[src/rtl/tone_sequencer_pkg.sv]
// Shared definitions for the tone sequencer: FSM encoding, note divisors and melody table.
// Table entry = {rest, note[2:0]}; divisors are half-period counts for C4..C5 at 50 MHz.
package tone_sequencer_pkg;

   typedef enum logic [1:0] {
      ST_IDLE = 2'd0,
      ST_NOTE = 2'd1,
      ST_GAP  = 2'd2
   } state_t;

   localparam logic [31:0] NOTE_DIV [0:7] = '{
      32'd95553, 32'd85131, 32'd75842, 32'd71584,
      32'd63774, 32'd56817, 32'd50618, 32'd47777
   };

   localparam logic [3:0] MELODY [0:15] = '{
      4'h0, 4'hA, 4'h4, 4'h7, 4'h0, 4'h2, 4'h4, 4'h5,
      4'h7, 4'hF, 4'h7, 4'h5, 4'h4, 4'h2, 4'h1, 4'h0
   };

   function automatic logic [31:0] step_div(input logic [3:0] entry);
      return NOTE_DIV[entry[2:0]];
   endfunction

endpackage

[src/rtl/tone_sequencer_ms.sv]
// Millisecond prescaler: counts 0..MS_CYCLES-1, tick on the terminal count.
// i_clr restarts the count so the caller can time from a fresh ms boundary.
module ms_tick_gen #(
   parameter int MS_CYCLES = 50000
) (
   input  logic CLK_50M,
   input  logic reset,
   input  logic i_clr,
   output logic o_tick
);
   localparam int CW = $clog2(MS_CYCLES + 1);
   localparam logic [CW-1:0] LAST = CW'(MS_CYCLES - 1);

   logic [CW-1:0] r_cnt;

   always_ff @(posedge CLK_50M) begin
      if (reset || i_clr) begin
         r_cnt <= '0;
      end else if (r_cnt == LAST) begin
         r_cnt <= '0;
      end else begin
         r_cnt <= r_cnt + CW'(1);
      end
   end

   assign o_tick = (r_cnt == LAST);

endmodule

[src/rtl/tone_sequencer.sv]
// Melody sequencer: steps the table, driving divider count_to and tone_en per NOTE/GAP phase.
// All outputs registered; stop aborts from any state; start is ignored while busy.
module tone_sequencer
   import tone_sequencer_pkg::*;
#(
   parameter int MS_CYCLES = 50000,
   parameter int NOTE_MS   = 250,
   parameter int GAP_MS    = 50,
   parameter int NUM_STEPS = 16
) (
   input  logic        CLK_50M,
   input  logic        reset,
   input  logic        start,
   input  logic        stop,
   input  logic        loop_en,
   input  logic [1:0]  tempo_sel,
   output logic [31:0] count_to,
   output logic        tone_en,
   output logic [3:0]  step_idx,
   output logic        busy,
   output logic        done
);
   localparam logic [15:0] GAP_LAST  = (GAP_MS == 0) ? 16'd0 : 16'(GAP_MS - 1);
   localparam logic [3:0]  LAST_STEP = 4'(NUM_STEPS - 1);

   state_t      r_state, w_nxt_state;
   logic [31:0] r_count, w_nxt_count;
   logic        r_tone, w_nxt_tone;
   logic [3:0]  r_step, w_nxt_step;
   logic        r_done, w_nxt_done;
   logic [1:0]  r_tempo, w_nxt_tempo;
   logic [15:0] r_dur, w_note_last;
   logic        w_tick, w_enter, w_dur_inc, w_load;
   logic [3:0]  w_load_step;

   ms_tick_gen #(.MS_CYCLES(MS_CYCLES)) u_ms_tick (
      .CLK_50M (CLK_50M),
      .reset   (reset),
      .i_clr   (w_enter),
      .o_tick  (w_tick)
   );

   assign w_note_last = (16'(NOTE_MS) << r_tempo) - 16'd1;

   always_ff @(posedge CLK_50M) begin
      if (reset) r_state <= ST_IDLE;
      else       r_state <= w_nxt_state;
   end

   always_comb begin
      w_nxt_state = r_state;
      w_nxt_count = r_count;
      w_nxt_tone  = r_tone;
      w_nxt_step  = r_step;
      w_nxt_tempo = r_tempo;
      w_nxt_done  = 1'b0;
      w_enter     = 1'b0;
      w_dur_inc   = 1'b0;
      w_load      = 1'b0;
      w_load_step = '0;
      if (stop) begin
         if (r_state != ST_IDLE) begin
            w_nxt_state = ST_IDLE;
            w_enter     = 1'b1;
            w_nxt_count = '0;
            w_nxt_tone  = 1'b0;
            w_nxt_step  = '0;
         end
      end else begin
         case (r_state)
            ST_IDLE: if (start) begin
               w_nxt_state = ST_NOTE;
               w_nxt_tempo = tempo_sel;
               w_load      = 1'b1;
               w_enter     = 1'b1;
            end
            ST_NOTE: if (w_tick) begin
               if (r_dur == w_note_last) begin
                  w_nxt_state = ST_GAP;
                  w_nxt_tone  = 1'b0;
                  w_enter     = 1'b1;
               end else begin
                  w_dur_inc = 1'b1;
               end
            end
            ST_GAP: begin
               // A zero-length gap still spends its one entry cycle here
               if ((GAP_MS == 0) || (w_tick && r_dur == GAP_LAST)) begin
                  w_enter = 1'b1;
                  if (r_step < LAST_STEP) begin
                     w_nxt_state = ST_NOTE;
                     w_load      = 1'b1;
                     w_load_step = r_step + 4'd1;
                  end else if (loop_en) begin
                     w_nxt_state = ST_NOTE;
                     w_load      = 1'b1;
                  end else begin
                     w_nxt_state = ST_IDLE;
                     w_nxt_done  = 1'b1;
                     w_nxt_count = '0;
                     w_nxt_step  = '0;
                  end
               end else if (w_tick) begin
                  w_dur_inc = 1'b1;
               end
            end
            default: w_nxt_state = ST_IDLE;
         endcase
      end
      if (w_load) begin
         w_nxt_step  = w_load_step;
         w_nxt_count = step_div(MELODY[w_load_step]);
         w_nxt_tone  = ~MELODY[w_load_step][3];
      end
   end

   always_ff @(posedge CLK_50M) begin
      if (reset) begin
         r_count <= '0;
         r_tone  <= 1'b0;
         r_step  <= '0;
         r_done  <= 1'b0;
         r_tempo <= '0;
         r_dur   <= '0;
      end else begin
         r_count <= w_nxt_count;
         r_tone  <= w_nxt_tone;
         r_step  <= w_nxt_step;
         r_done  <= w_nxt_done;
         r_tempo <= w_nxt_tempo;
         if (w_enter)        r_dur <= '0;
         else if (w_dur_inc) r_dur <= r_dur + 16'd1;
      end
   end

   assign count_to = r_count;
   assign tone_en  = r_tone;
   assign step_idx = r_step;
   assign busy     = (r_state != ST_IDLE);
   assign done     = r_done;

endmodule
[config.mk]
export PLATFORM = sky130hd
export DESIGN_NAME = tone_sequencer
export DESIGN_NICKNAME = d
export VERILOG_FILES = /design/src/rtl/tone_sequencer_pkg.sv /design/src/rtl/tone_sequencer_ms.sv /design/src/rtl/tone_sequencer.sv
export SDC_FILE = /design/constraint.sdc
export NUM_CORES = 1
export LEC_CHECK = 0
export ABC_AREA = 1
export BUFFER_PORTS_ARGS = -buffer_cell sky130_fd_sc_hd__buf_4
export CAP_MARGIN = 20
export CORE_MARGIN = 2
export CORE_UTILIZATION = 64
export DETAILED_ROUTE_END_ITERATION = 10
export PLACE_DENSITY_LB_ADDON = 0.12
export REMOVE_ABC_BUFFERS = 1
export SLEW_MARGIN = 0
export SYNTH_ARGS = -nofsm -noshare
export SYNTH_HDL_FRONTEND = slang
export SYNTH_HIERARCHICAL = 1
export SYNTH_SLANG_ARGS = --single-unit
[constraint.sdc]
create_clock -name CLK_50M -period 4.9 [get_ports CLK_50M]
set_input_delay 0.735 -clock CLK_50M [delete_from_list [all_inputs] [get_ports CLK_50M]]
set_output_delay 0.735 -clock CLK_50M [all_outputs]
set_load 0.01 [all_outputs]
==> results of run 1 <==
synth_stat cells (3+ instances only):
cell	count
sky130_fd_sc_hd__nand2_1	134
sky130_fd_sc_hd__nor2_1	74
sky130_fd_sc_hd__inv_1	63
sky130_fd_sc_hd__dfxtp_1	59
sky130_fd_sc_hd__nand3_1	47
sky130_fd_sc_hd__a21oi_1	30
sky130_fd_sc_hd__ha_1	18
sky130_fd_sc_hd__xor2_1	17
sky130_fd_sc_hd__buf_4	16
sky130_fd_sc_hd__nand2_2	16
sky130_fd_sc_hd__nor3_1	12
sky130_fd_sc_hd__nand4_1	10
sky130_fd_sc_hd__xnor2_1	9
sky130_fd_sc_hd__buf_2	8
sky130_fd_sc_hd__inv_2	8
sky130_fd_sc_hd__o21ai_0	7
sky130_fd_sc_hd__nand2_4	4
sky130_fd_sc_hd__nor2_2	4
sky130_fd_sc_hd__nor2_4	4
sky130_fd_sc_hd__o21ai_1	4
sky130_fd_sc_hd__a21oi_2	3
sky130_fd_sc_hd__clkbuf_1	3
sky130_fd_sc_hd__nand3_2	3
cells by family after synthesis:
| family | synth area share [%] |
|---|---|
| and+or+nand+nor | 38.42 |
| buffers and inverters | 12.61 |
| adders and majority gates | 5.687 |
| other | 0.09470 |
| AOI/OAI and AO/OA | 7.204 |
| DFF | 29.83 |
| xor gates and xnor gates | 6.161 |
path summary, 6_finish.rpt:
kind | slack (ps) | start | end
max | 1860 | u_ms_tick/r_cnt[0]$_SDFF_PP0_ | count_to[5]$_SDFFE_PP0P_
min | 460 | u_ms_tick/r_cnt[0]$_SDFF_PP0_ | u_ms_tick/r_cnt[0]$_SDFF_PP0_
max reg2reg | 1860 | u_ms_tick/r_cnt[0]$_SDFF_PP0_ | count_to[5]$_SDFFE_PP0P_
min reg2reg | 460 | u_ms_tick/r_cnt[0]$_SDFF_PP0_ | u_ms_tick/r_cnt[0]$_SDFF_PP0_
cell type report:
type / count / area (µm²)
repair buffers: 30 / 225.2
inverters: 75 / 286.5
clock inverters: 4 / 98.84
clock buffers: 11 / 141.4
multi-input cells: 430 / 2332
well taps: 75 / 93.84
flip-flops and latches: 59 / 1181
fillers: 510 / 1597
report_power, final:
part / total [mW] / switching, mW / internal, mW / leakage [nW]
clock: 0.556 / 0.206 / 0.350 / 0.120
combinational: 0.140 / 0.0930 / 0.0474 / 1.29
sequential: 0.506 / 0.0124 / 0.494 / 0.478
total: 1.20 / 0.311 / 0.891 / 1.89
metrics by stage:
stage / setup WS, ps / cells
floorplan: 2210 / 564
global placement: 1983 / 669
detailed placement: 1886 / 669
CTS: 1871 / 684
global route: 1525 / 684
finish: 1860 / 684
registers in the layout, summed over array words and instances, names as in the netlist:
signal	flops
step_idx	4
r_state	2
count_to	17
tone_en	1
r_dur	16
u_ms_tick/r_cnt	16
done	1
r_tempo	2
routing by layer:
metal	global-route usage [%]	up-vias	wire length [µm]
met5	0	-	0
met4	9.508	0	138
met3	5.652	19	525
met2	46.69	122	4081
met1	33.11	1704	3808
li1	-	1845	-
==> summary.md, run 1 <==
| Metric | Value |
|---|---|
| Pleak | 1.890 nW |
| Power Density | 275.9 nW/µm² |
| Yosys warning count | 6 |
| Classification of the worst setup path | reg2reg |
| Leading cell type in the layout, fill and taps excluded | sky130_fd_sc_hd__nand2_1 |
| Clk root buf | sky130_fd_sc_hd__clkbuf_8 |
| Share of the core filled with cells | 73.19% |
| Most used flip-flop cell after synthesis | sky130_fd_sc_hd__dfxtp_1 |
| Synth-to-layout area growth | 10.08% |
| Worst path bufs/invs | 3 |
| Ordered list of cells on the worst path | ha_1 -> nand3_1 -> or2_2 -> nor2_1 -> inv_1 -> nor2_8 -> nand3_4 -> nor2_4 -> nand2_1 -> nand2_2 -> inv_2 -> ha_1 -> nand3_1 -> nand2_1 -> inv_2 -> nand2_1 -> a21oi_1 |
| Antenna violations before repair | 0 |
| Delay-heaviest family, CP | simple AND/OR/NAND/NOR gates |
| DR DRC count | 0 |
| H-Tree Level Count | 3 |
| Port bufs | 30 |
| DR pass1 iterations | 5 |
| Mean number of vias per cell | 5.395 |
| Core region area | 5956 µm² |
| DP Area | 4119 µm² |
| Post-Syn Area | 3960 µm² |
| Aggregate global-route resource usage | 27.00% |
| Largest net degree at the start of global routing | 24 |
| First-pass GRT wire length | 14,460 µm |
| Gpl congestion | 0.9318 |
| Top-level port count | 46 |
| Hold WC Path Type | reg2reg |
| Average routed wire per standard cell | 12.51 µm |
| Worst Setup End Kind | flop |
| Global route total overflow | 0 |
| Post-detailed-placement half-perimeter wirelength | 6187 µm |
| Post-synthesis area per instance | 6.816 µm² |
| Worst supply voltage drop on vdd | 337.3 µV |
| TritonCTS Sinks | 59 |
| Die height | 82.66 µm |
| Smallest hold slack | 464.5 ps |
| Hold Buf Count CTS | 0 |
| Area of the die | 6833 µm² |
| RSZ-0062 raised after global routing | false |
| Number of DRC violations after detailed-routing iteration 0 | 237 |
| CTS Buffer Depth | 2 |
| Cell accounting for the most synthesized area | sky130_fd_sc_hd__dfxtp_1 |
| Synthesis-stage register bit count | 59 |
| Overall power | 1.203 mW |
| Hold Path Cell Cnt | 1 |
| ANT nets after route | 0 |
| Die outline width | 82.66 µm |
| Fin Clk Skew | 17.17 ps |
| Total Wirelength | 8554 µm |
| Standard-cell rows | 28 |
| Peak per-stage delay on the critical path | 410 ps |
| Levels on crit path | 17 |
| Required @ worst endpoint | 5180 ps |
| Number of setup buffers added after CTS | 0 |
| Effective utilization at floorplan | 66.49% |
| Proportion of layout cells with a drive suffix above 1 | 16.42% |
| Via count of the first global-routing pass | 3,386 |
| Hold Vio Cnt, Final | 0 |
| Clock transition at the registers of the reported paths | 70 ps |
| Worst-skew pair later-pin latency | 350 ps |
| Post-route fraction of the period consumed by the critical path | 62.04% |
| Cts bufs inserted | 9 |
| Leading cell types in the layout, fill and taps excluded | sky130_fd_sc_hd__nand2_1, sky130_fd_sc_hd__nor2_1, sky130_fd_sc_hd__inv_1, sky130_fd_sc_hd__dfxtp_1, sky130_fd_sc_hd__nand3_1 |
| Total number of vias | 3,690 |
| Gate Count Post-Synth | 581 |
| Final design instance area without fill | 4359 µm² |
| Crit path time final | 3040 ps |
| Depth of the worst register-to-register path | 17 |
| Portion of the post-synthesis area used by sequential elements | 29.83% |
| Number of enable flip-flop cells after synthesis | 0 |
| Max Fanout on Critical Path | 6 |
| Share of async-settable or async-resettable flops after synthesis | 0% |
| Crit path DAT | 3320 ps |
| Most common cell on crit path | sky130_fd_sc_hd__nand2_1 |
| TritonCTS clock tree | built |
| Startpoint types | flop |
| Ant. Diodes | 0 |
| Status | finished clean |
| Final net count | 630 |
| Maximum achievable frequency | 329.0 MHz |
| Setup Viol. Count Final | 0 |
| Post-synthesis cell type count | 46 |
| Top post-synthesis cells by area | sky130_fd_sc_hd__dfxtp_1, sky130_fd_sc_hd__nand2_1, sky130_fd_sc_hd__nor2_1 |
| Transition time at the pin with the least slew margin | 750.7 ps |
| Worst slew margin | 49.95% |
| Post-Route Setup TNS | 0 ps |
| Max-capacitance violation count | 0 |
| Number of gates given a new drive strength after cts | 0 |
| Crit path max-delay cell type | sky130_fd_sc_hd__nor2_1 |
| Area share of the largest cell type after synthesis | 29.83% |
| Slew Limit Fails | 0 |
(Power assumes the default switching activity.)
==> run 2: changes to the inputs <==
Settings changed: ABC_AREA 1 to 0, CORE_UTILIZATION 64 to 52.
Clock period 4.9 ns to 2.5 ns, I/O delays scaled along.
==> run 2 against run 1 <==
Compared with the run above: largest power group unchanged; the run now ends with setup timing left; routed wire length rose by 11%; largest cell class unchanged; clock skew is 7.7 ps lower; worst hold slack got worse by 190 ps; worst setup slack worse by 2400 ps; critical endpoint is now count_to[6]$_SDFFE_PP0P_; via count fell by 8.5%; flip-flop and latch count did not move; combinational power up 100%.
==> summary.md, run 2 <==
| Metric | Value |
|---|---|
| Status | complete, but fails checks |
| Violations in the final reports | setup timing |
| Required @ worst endpoint | 2740 ps (-2440 ps) |
| Post-synthesis cell type count | 63 (+37%) |
| Synthesis-stage register bit count | 59 (unchanged) |
| Transition time at the pin with the least slew margin | 750.1 ps (-0.5421 ps) |
| Total Wirelength | 9532 µm (+11%) |
| Synth-to-layout area growth | 38.40% |
| Cts bufs inserted | 9 (unchanged) |
| Ant. Diodes | 0 (unchanged) |
| Count of filler cells inserted in the layout | 442 (-13%) |
| Via count of the first global-routing pass | 3,073 (-9.2%) |
| Area share of the largest cell type after synthesis | 33.53% (+3.7 points) |
| Standard-cell rows | 29 (+3.6%) |
| Number of enable flip-flop cells after synthesis | 0 (unchanged) |
| Worst-skew pair later-pin latency | 350 ps (about the same) |
| DP Area | 4270 µm² (+3.7%) |
| Gate Count Post-Synth | 408 (-30%) |
| Post-Syn Area | 3522 µm² (-11%) |
| Clock transition at the registers of the reported paths | 70 ps (about the same) |
| Crit path time final | 3026 ps (-13.81 ps) |
| Classification of the worst setup path | reg2reg |
| Hold Vio Cnt, Final | 0 (unchanged) |
| Mean number of vias per cell | 5.636 (+4.5%) |
| Hold Buf Count CTS | 0 (unchanged) |
| Power Density | 488.0 nW/µm² (+77%) |
| Top cells by instance count after synthesis | sky130_fd_sc_hd__dfxtp_1, sky130_fd_sc_hd__nor2_1, sky130_fd_sc_hd__nand2_1, sky130_fd_sc_hd__xnor2_1, sky130_fd_sc_hd__inv_1 |
| Share of async-settable or async-resettable flops after synthesis | 0% (unchanged) |
| Depth of the worst register-to-register path | 11 (-6) |
| Area of the die | 7448 µm² (+9.0%) |
| Aggregate global-route resource usage | 24.44% (-2.6 points) |
| Slew Limit Fails | 0 (unchanged) |
| Max Fanout on Critical Path | 3 (-3) |
| Effective utilization at floorplan | 54.53% (-12 points) |
| Storage element area | 1186 µm² (+0.42%) |
| Worst slew margin | 49.89% (-0.060 points) |
| DR DRC count | 0 (unchanged) |
| Smallest hold slack | 275.8 ps (-188.6 ps) |
| Leading cell types in the layout, fill and taps excluded | sky130_fd_sc_hd__buf_4, sky130_fd_sc_hd__dfxtp_1, sky130_fd_sc_hd__nor2_1, sky130_fd_sc_hd__xnor2_1, sky130_fd_sc_hd__nand2_1 |
| DP Worst Slack | -604.3 ps (-2490 ps) |
| Worst Setup End Kind | flop |
| Hold WC Path Type | in2reg |
| Leading cell type in the layout, fill and taps excluded | sky130_fd_sc_hd__buf_4 |
| Top-count cell post-synth | sky130_fd_sc_hd__dfxtp_1 |
| First-pass GRT wire length | 14,330 µm (-0.86%) |
| Clk root buf | sky130_fd_sc_hd__clkbuf_8 |
| DR pass1 iterations | 4 (-1) |
| TritonCTS Sinks | 59 (unchanged) |
| Final net count | 542 (-14%) |
| Flip-flop count of the largest register after layout | 17 (unchanged) |
| Core region area | 6459 µm² (+8.4%) |
| Final design instance area without fill | 4875 µm² (+12%) |
| Largest net degree at the start of global routing | 23 (-4.2%) |
| CTS Buffer Depth | 2 (unchanged) |
| Worst supply voltage drop on vdd | 349.7 µV (+3.7%) |
| Gpl congestion | 0.8202 (-12%) |
| Worst setup path endpoint | count_to[6]$_SDFFE_PP0P_ |
| Minimum setup slack in the final design | -526.1 ps (-2386 ps) |
| Worst reg2reg path endpoint | count_to[6]$_SDFFE_PP0P_ |
| Cell accounting for the most synthesized area | sky130_fd_sc_hd__dfxtp_1 |
| Port bufs | 30 (unchanged) |
| Proportion of layout cells with a drive suffix above 1 | 37.16% (+21 points) |
| Average routed wire per standard cell | 15.91 µm (+27%) |
| Number of DRC violations after detailed-routing iteration 0 | 172 (-27%) |
| ANT nets after route | 0 (unchanged) |
| Register-to-register setup slack | -530 ps (-2390 ps) |
| Worst Setup SP | u_ms_tick/r_cnt[7]$_SDFF_PP0_ |
| Crit path DAT | 3270 ps (-50 ps) |
| Post-Route Setup TNS | -5480 ps (-5480 ps) |
| Fin Clk Skew | 9.456 ps (-7.716 ps) |
| Die outline width | 86.30 µm (+4.4%) |
| Share of the core filled with cells | 75.47% (+2.3 points) |
| TritonCTS clock tree | built |
| Setup Viol. Count Final | 20 (+20) |
| Post-detailed-placement half-perimeter wirelength | 6062 µm (-2.0%) |
| Startpoint types | flop |
| Die height | 86.30 µm (+4.4%) |
| Area of the multi-input gates | 2316 µm² (-0.70%) |
| H-Tree Level Count | 3 (unchanged) |
| Antenna violations before repair | 0 (unchanged) |
| Maximum achievable frequency | 330.5 MHz (+0.46%) |
| Post-synthesis area per instance | 8.633 µm² (+27%) |
| Post-route fraction of the period consumed by the critical path | 121.0% (+59 points) |
| Top post-synthesis cells by area | sky130_fd_sc_hd__dfxtp_1, sky130_fd_sc_hd__xnor2_1, sky130_fd_sc_hd__ha_1 |
| Yosys warning count | 6 (unchanged) |
| RSZ-0062 raised after global routing | true |
| Total number of vias | 3,376 (-8.5%) |
| Pleak | 1.912 nW (+1.2%) |
| Max-capacitance violation count | 0 (unchanged) |
| Most used flip-flop cell after synthesis | sky130_fd_sc_hd__dfxtp_1 |
| Top-level port count | 46 (unchanged) |
| Global route total overflow | 0 (unchanged) |
| Startpoint of the most critical register-to-register path | u_ms_tick/r_cnt[7]$_SDFF_PP0_ |
| Portion of the post-synthesis area used by sequential elements | 33.53% (+3.7 points) |
[run 2: changes by cell type after synthesis, moves of 11 or more]
cell | before | now
sky130_fd_sc_hd__xor2_1 | 17 | 4
sky130_fd_sc_hd__inv_1 | 63 | 22
sky130_fd_sc_hd__nand2_1 | 134 | 32
sky130_fd_sc_hd__nand3_1 | 47 | 14
sky130_fd_sc_hd__nor2_1 | 74 | 53
sky130_fd_sc_hd__xnor2_1 | 9 | 32
sky130_fd_sc_hd__a211oi_1 | 0 | 11
sky130_fd_sc_hd__nand2_2 | 16 | 0
sky130_fd_sc_hd__a21oi_1 | 30 | 11
[run 2: worst max-delay path, stage by stage (launching register included)]
cell and delay, ps:
sky130_fd_sc_hd__dfxtp_2 330, sky130_fd_sc_hd__or4b_4 550, sky130_fd_sc_hd__nor4_4 340, sky130_fd_sc_hd__inv_2 90
sky130_fd_sc_hd__nor4b_4 360, sky130_fd_sc_hd__nand3_2 140, sky130_fd_sc_hd__buf_6 150, sky130_fd_sc_hd__a21oi_4 120
sky130_fd_sc_hd__inv_2 70, sky130_fd_sc_hd__ha_2 190, sky130_fd_sc_hd__or3_1 340, sky130_fd_sc_hd__a32o_1 240
[run 2: cell type report]
| class | count | share of cell area, % |
|---|---|---|
| repair buffers | 116 | 19.28 |
| inverters | 22 | 1.797 |
| clock buffers | 10 | 2.823 |
| flip-flops and latches | 59 | 24.33 |
| clock inverters | 6 | 2.284 |
| well taps | 77 | 1.976 |
| multi-input cells | 309 | 47.51 |
[run 2: kinds of logic (layout without fill, tap and decap cells)]
kind of cell               count (synthesis)  count (layout)  synth area share (%)
and+or+nand+nor                          163             163                 24.87
AOI/OAI and AO/OA                         72              72                 15.88
DFF                                       59              59                 33.53
buffers and inverters                     54             154                 8.845
xor gates and xnor gates                  36              36                 8.952
adders and majority gates                 18              18                 6.394
muxes                                      5               5                 1.421
other                                      1              15                0.1065
[run 2: routing by layer]
metal	vias up	global-route usage [%]	wire length [µm]
met2	106	41.79	4944
met4	0	8.949	134
li1	1628	-	-
met5	-	0	0
met1	1628	29.32	4069
met3	14	6.857	383
[run 2: timing repair]
| item | in CTS | in global routing |
|---|---|---|
| pin swaps | 13 | 24 |
| setup buffers | 7 | 5 |
| gates resized for setup | 29 | 42 |
| setup endpoints to repair | 36 | 55 |
| cloned | 0 | 1 |
[run 2: report_power, final]
group / internal, mW / total (mW) / switching [mW]
clock network: 0.691 / 1.12 / 0.430
registers: 0.961 / 0.973 / 0.0125
logic: 0.130 / 0.284 / 0.154
total: 1.78 / 2.38 / 0.597
[run 2: how the worst min path moves through the flow]
| stage | cells past startpoint | end | start | slack [ps] |
|---|---|---|---|---|
| 5_1_grt | 3 | r_tempo[0]$_SDFFE_PP0P_ | tempo_sel[0] | 270 |
| 6_report | 3 | r_tempo[0]$_SDFFE_PP0P_ | tempo_sel[0] | 280 |
| 3_3_place_gp | 2 | count_to[12]$_SDFFE_PP0P_ | count_to[12]$_SDFFE_PP0P_ | 430 |
| 4_1_cts | 3 | r_tempo[0]$_SDFFE_PP0P_ | tempo_sel[0] | 270 |
| 2_1_floorplan | 1 | u_ms_tick/r_cnt[0]$_SDFF_PP0_ | u_ms_tick/r_cnt[0]$_SDFF_PP0_ | 430 |
| 3_5_place_dp | 2 | count_to[12]$_SDFFE_PP0P_ | count_to[12]$_SDFFE_PP0P_ | 430 |
[run 2: per-stage QoR]
stage | cells | power, mW
floorplan | 390 | 1.119
global placement | 574 | 1.234
detailed placement | 574 | 1.238
CTS | 597 | 2.353
global route | 599 | 2.455
finish | 599 | 2.379
==> run 3: changes to the inputs <==
Settings changed: ABC_AREA 0 to 1, CORE_UTILIZATION 52 to 53.
==> run 3 against run 2 <==
Compared with the run above: the flow now finishes without violations; critical path depth is 7 higher; maximum frequency is 24% higher; sequential share of layout area grew 0.82 points.
==> summary.md, run 3 (synthesized netlist as in run 1, its figures left out) <==
| Metric | Value |
|---|---|
| Crit path time final | 2434 ps (-592.5 ps) |
| Flip-flop count of the largest register after layout | 17 (unchanged) |
| Number of DRC violations after detailed-routing iteration 0 | 147 (-15%) |
| Proportion of layout cells with a drive suffix above 1 | 24.37% (-13 points) |
| Via count of the first global-routing pass | 3,464 (+13%) |
| Average routed wire per standard cell | 12.72 µm (-20%) |
| Startpoint types | flop |
| Required @ worst endpoint | 2730 ps (about the same) |
| ANT nets after route | 0 (unchanged) |
| Synth-to-layout area growth | 19.72% |
| Status | finished clean |
| DR DRC count | 0 (unchanged) |
| Gpl congestion | 0.9210 (+12%) |
| DR pass1 iterations | 5 (+1) |
| Max Fanout on Critical Path | 5 (+2) |
| H-Tree Level Count | 3 (unchanged) |
| Core region area | 7253 µm² (+12%) |
| Die height | 90.44 µm (+4.8%) |
| Leading cell types in the layout, fill and taps excluded | sky130_fd_sc_hd__nand2_1, sky130_fd_sc_hd__nor2_1, sky130_fd_sc_hd__inv_1, sky130_fd_sc_hd__dfxtp_1, sky130_fd_sc_hd__buf_4 |
| DP Worst Slack | -77.59 ps (+526.8 ps) |
| Cts bufs inserted | 9 (unchanged) |
| TritonCTS clock tree | built |
| Slew Limit Fails | 0 (unchanged) |
| Worst-skew pair later-pin latency | 350 ps (about the same) |
| Cells after DPL | 711 (+24%) |
| Fin Clk Skew | 8.278 ps (-1.178 ps) |
| Classification of the worst setup path | reg2reg |
| Mean number of vias per cell | 5.098 (-9.5%) |
| Hold WC Path Type | in2reg |
| Largest net degree at the start of global routing | 24 (+4.3%) |
| Aggregate global-route resource usage | 22.83% (-1.6 points) |
| Effective utilization at floorplan | 54.60% (+0.064 points) |
| Die outline width | 90.44 µm (+4.8%) |
| Max-capacitance violation count | 0 (unchanged) |
| Count of filler cells inserted in the layout | 665 (+50%) |
| Antenna violations before repair | 0 (unchanged) |
| Storage element area | 1192 µm² (+0.53%) |
| Post-detailed-placement half-perimeter wirelength | 6561 µm (+8.2%) |
| TritonCTS Sinks | 59 (unchanged) |
| Hold Buf Count CTS | 0 (unchanged) |
| Area of the multi-input gates | 2461 µm² (+6.3%) |
| Standard-cell rows | 31 (+6.9%) |
| CTS Buffer Depth | 2 (unchanged) |
| Setup Viol. Count Final | 0 (-100%) |
| Hold Vio Cnt, Final | 0 (unchanged) |
| Post-route fraction of the period consumed by the critical path | 97.34% (-24 points) |
| Post-Route Setup TNS | 0 ps (+5480 ps) |
| Leading cell type in the layout, fill and taps excluded | sky130_fd_sc_hd__nand2_1 |
| Ant. Diodes | 0 (unchanged) |
| Fin cells | 735 (+23%) |
| First-pass GRT wire length | 15,530 µm (+8.3%) |
| Port bufs | 30 (unchanged) |
| Worst supply voltage drop on vdd | 313.6 µV (-10%) |
| Crit path DAT | 2660 ps (-610 ps) |
| Final design instance area without fill | 4741 µm² (-2.7%) |
| Total Wirelength | 9349 µm (-1.9%) |
| Minimum setup slack in the final design | 66.46 ps (+592.5 ps) |
| Pleak | 2.029 nW (+6.1%) |
| Top-level port count | 46 (unchanged) |
| DP Area | 4297 µm² (+0.62%) |
| Clock transition at the registers of the reported paths | 70 ps (about the same) |
| Total number of vias | 3,747 (+11%) |
| Maximum achievable frequency | 410.9 MHz (+24%) |
| Worst Setup End Kind | flop |
| Clk root buf | sky130_fd_sc_hd__clkbuf_8 |
| Area of the die | 8179 µm² (+9.8%) |
| Power Density | 482.6 nW/µm² (-1.1%) |
| Global route total overflow | 0 (unchanged) |
| Final net count | 656 (+21%) |
run 3: changes by cell type in the layout (fill, tap and decap cells not counted), moves of 6 or more:
| cell | delta |
|---|---|
| sky130_fd_sc_hd__xnor2_1 | -23 |
| sky130_fd_sc_hd__xor2_1 | +14 |
| sky130_fd_sc_hd__nand2_4 | +6 |
| sky130_fd_sc_hd__buf_4 | -54 |
| sky130_fd_sc_hd__a22o_1 | -6 |
| sky130_fd_sc_hd__nor2_1 | +21 |
| sky130_fd_sc_hd__nand2_2 | +17 |
| sky130_fd_sc_hd__a211oi_1 | -8 |
| sky130_fd_sc_hd__inv_1 | +45 |
| sky130_fd_sc_hd__a21oi_1 | +20 |
| sky130_fd_sc_hd__nand3_1 | +33 |
| sky130_fd_sc_hd__nand2_1 | +99 |
run 3: timing repair:
| item | 4_1_cts | 5_1_grt |
|---|---|---|
| setup endpoints to repair | 11 | 30 |
| endpoints found under the hold margin | 0 | 0 |
| buffers inserted | 2 | 6 |
| resized for setup | 6 | 36 |
| pin swaps | 2 | 14 |
run 3: through the flow:
stage | utilization [%] | hold WS (ps) | power [mW]
finish | 65.36 | 260.7 | 2.288
detailed placement | 59.24 | 457.6 | 1.312
global placement | 59.24 | 451.0 | 1.307
floorplan | - | 429.7 | 1.194
CTS | 62.57 | 247.2 | 2.305
global route | 65.36 | 253.7 | 2.385
run 3: final cells by class:
| class | instances | share of cell area, % |
|---|---|---|
| inverter | 75 | 6.202 |
| tap | 99 | 2.613 |
| multi-input combinational | 430 | 51.91 |
| sequential | 59 | 25.15 |
| clock inverter | 6 | 1.874 |
| clock buffer | 10 | 2.692 |
| timing repair buffer | 56 | 9.554 |
run 3: worst paths after layout:
| path | start | end | slack (ps) | cells after the start |
|---|---|---|---|---|
| setup reg to reg | u_ms_tick/r_cnt[5]$_SDFF_PP0_ | count_to[14]$_SDFFE_PP0P_ | 70 | 18 |
| hold reg to reg | count_to[3]$_SDFFE_PP0P_ | count_to[3]$_SDFFE_PP0P_ | 470 | 2 |
| hold / removal | stop | done$_SDFF_PP0_ | 260 | 2 |
| setup / recovery | u_ms_tick/r_cnt[5]$_SDFF_PP0_ | count_to[14]$_SDFFE_PP0P_ | 70 | 18 |
run 3: power by group:
group          leakage, nW  internal [mW]  switching, mW
sequential           0.481          0.968         0.0268
combinational         1.44          0.113          0.193
clock                0.103          0.563          0.424
total                 2.03           1.64          0.644
run 3: worst max-delay path, cell delays in order (launching register included):
cell,delay [ps]
sky130_fd_sc_hd__dfxtp_4,350
sky130_fd_sc_hd__inv_4,60
sky130_fd_sc_hd__nand2_4,40
sky130_fd_sc_hd__nor3_2,150
sky130_fd_sc_hd__nand4_1,200
sky130_fd_sc_hd__nor2_2,180
sky130_fd_sc_hd__buf_6,130
sky130_fd_sc_hd__inv_4,40
sky130_fd_sc_hd__nor2_8,140
sky130_fd_sc_hd__nand3_4,100
sky130_fd_sc_hd__nor2_4,150
sky130_fd_sc_hd__nand2_2,70
sky130_fd_sc_hd__nand2_4,120
sky130_fd_sc_hd__ha_4,140
sky130_fd_sc_hd__nand3_1,80
sky130_fd_sc_hd__nand2_1,100
sky130_fd_sc_hd__clkinv_1,90
sky130_fd_sc_hd__o21ai_1,80
sky130_fd_sc_hd__a21oi_1,80
run 3: per-layer routing:
layer | GRT usage [%] | vias to the layer above | share of wire (%)
li1 | - | 1892 | -
met1 | 27.39 | 1746 | 43
met2 | 40.91 | 96 | 50
met3 | 3.923 | 13 | 4.7
met4 | 8.205 | 0 | 1.8
met5 | 0 | - | 0
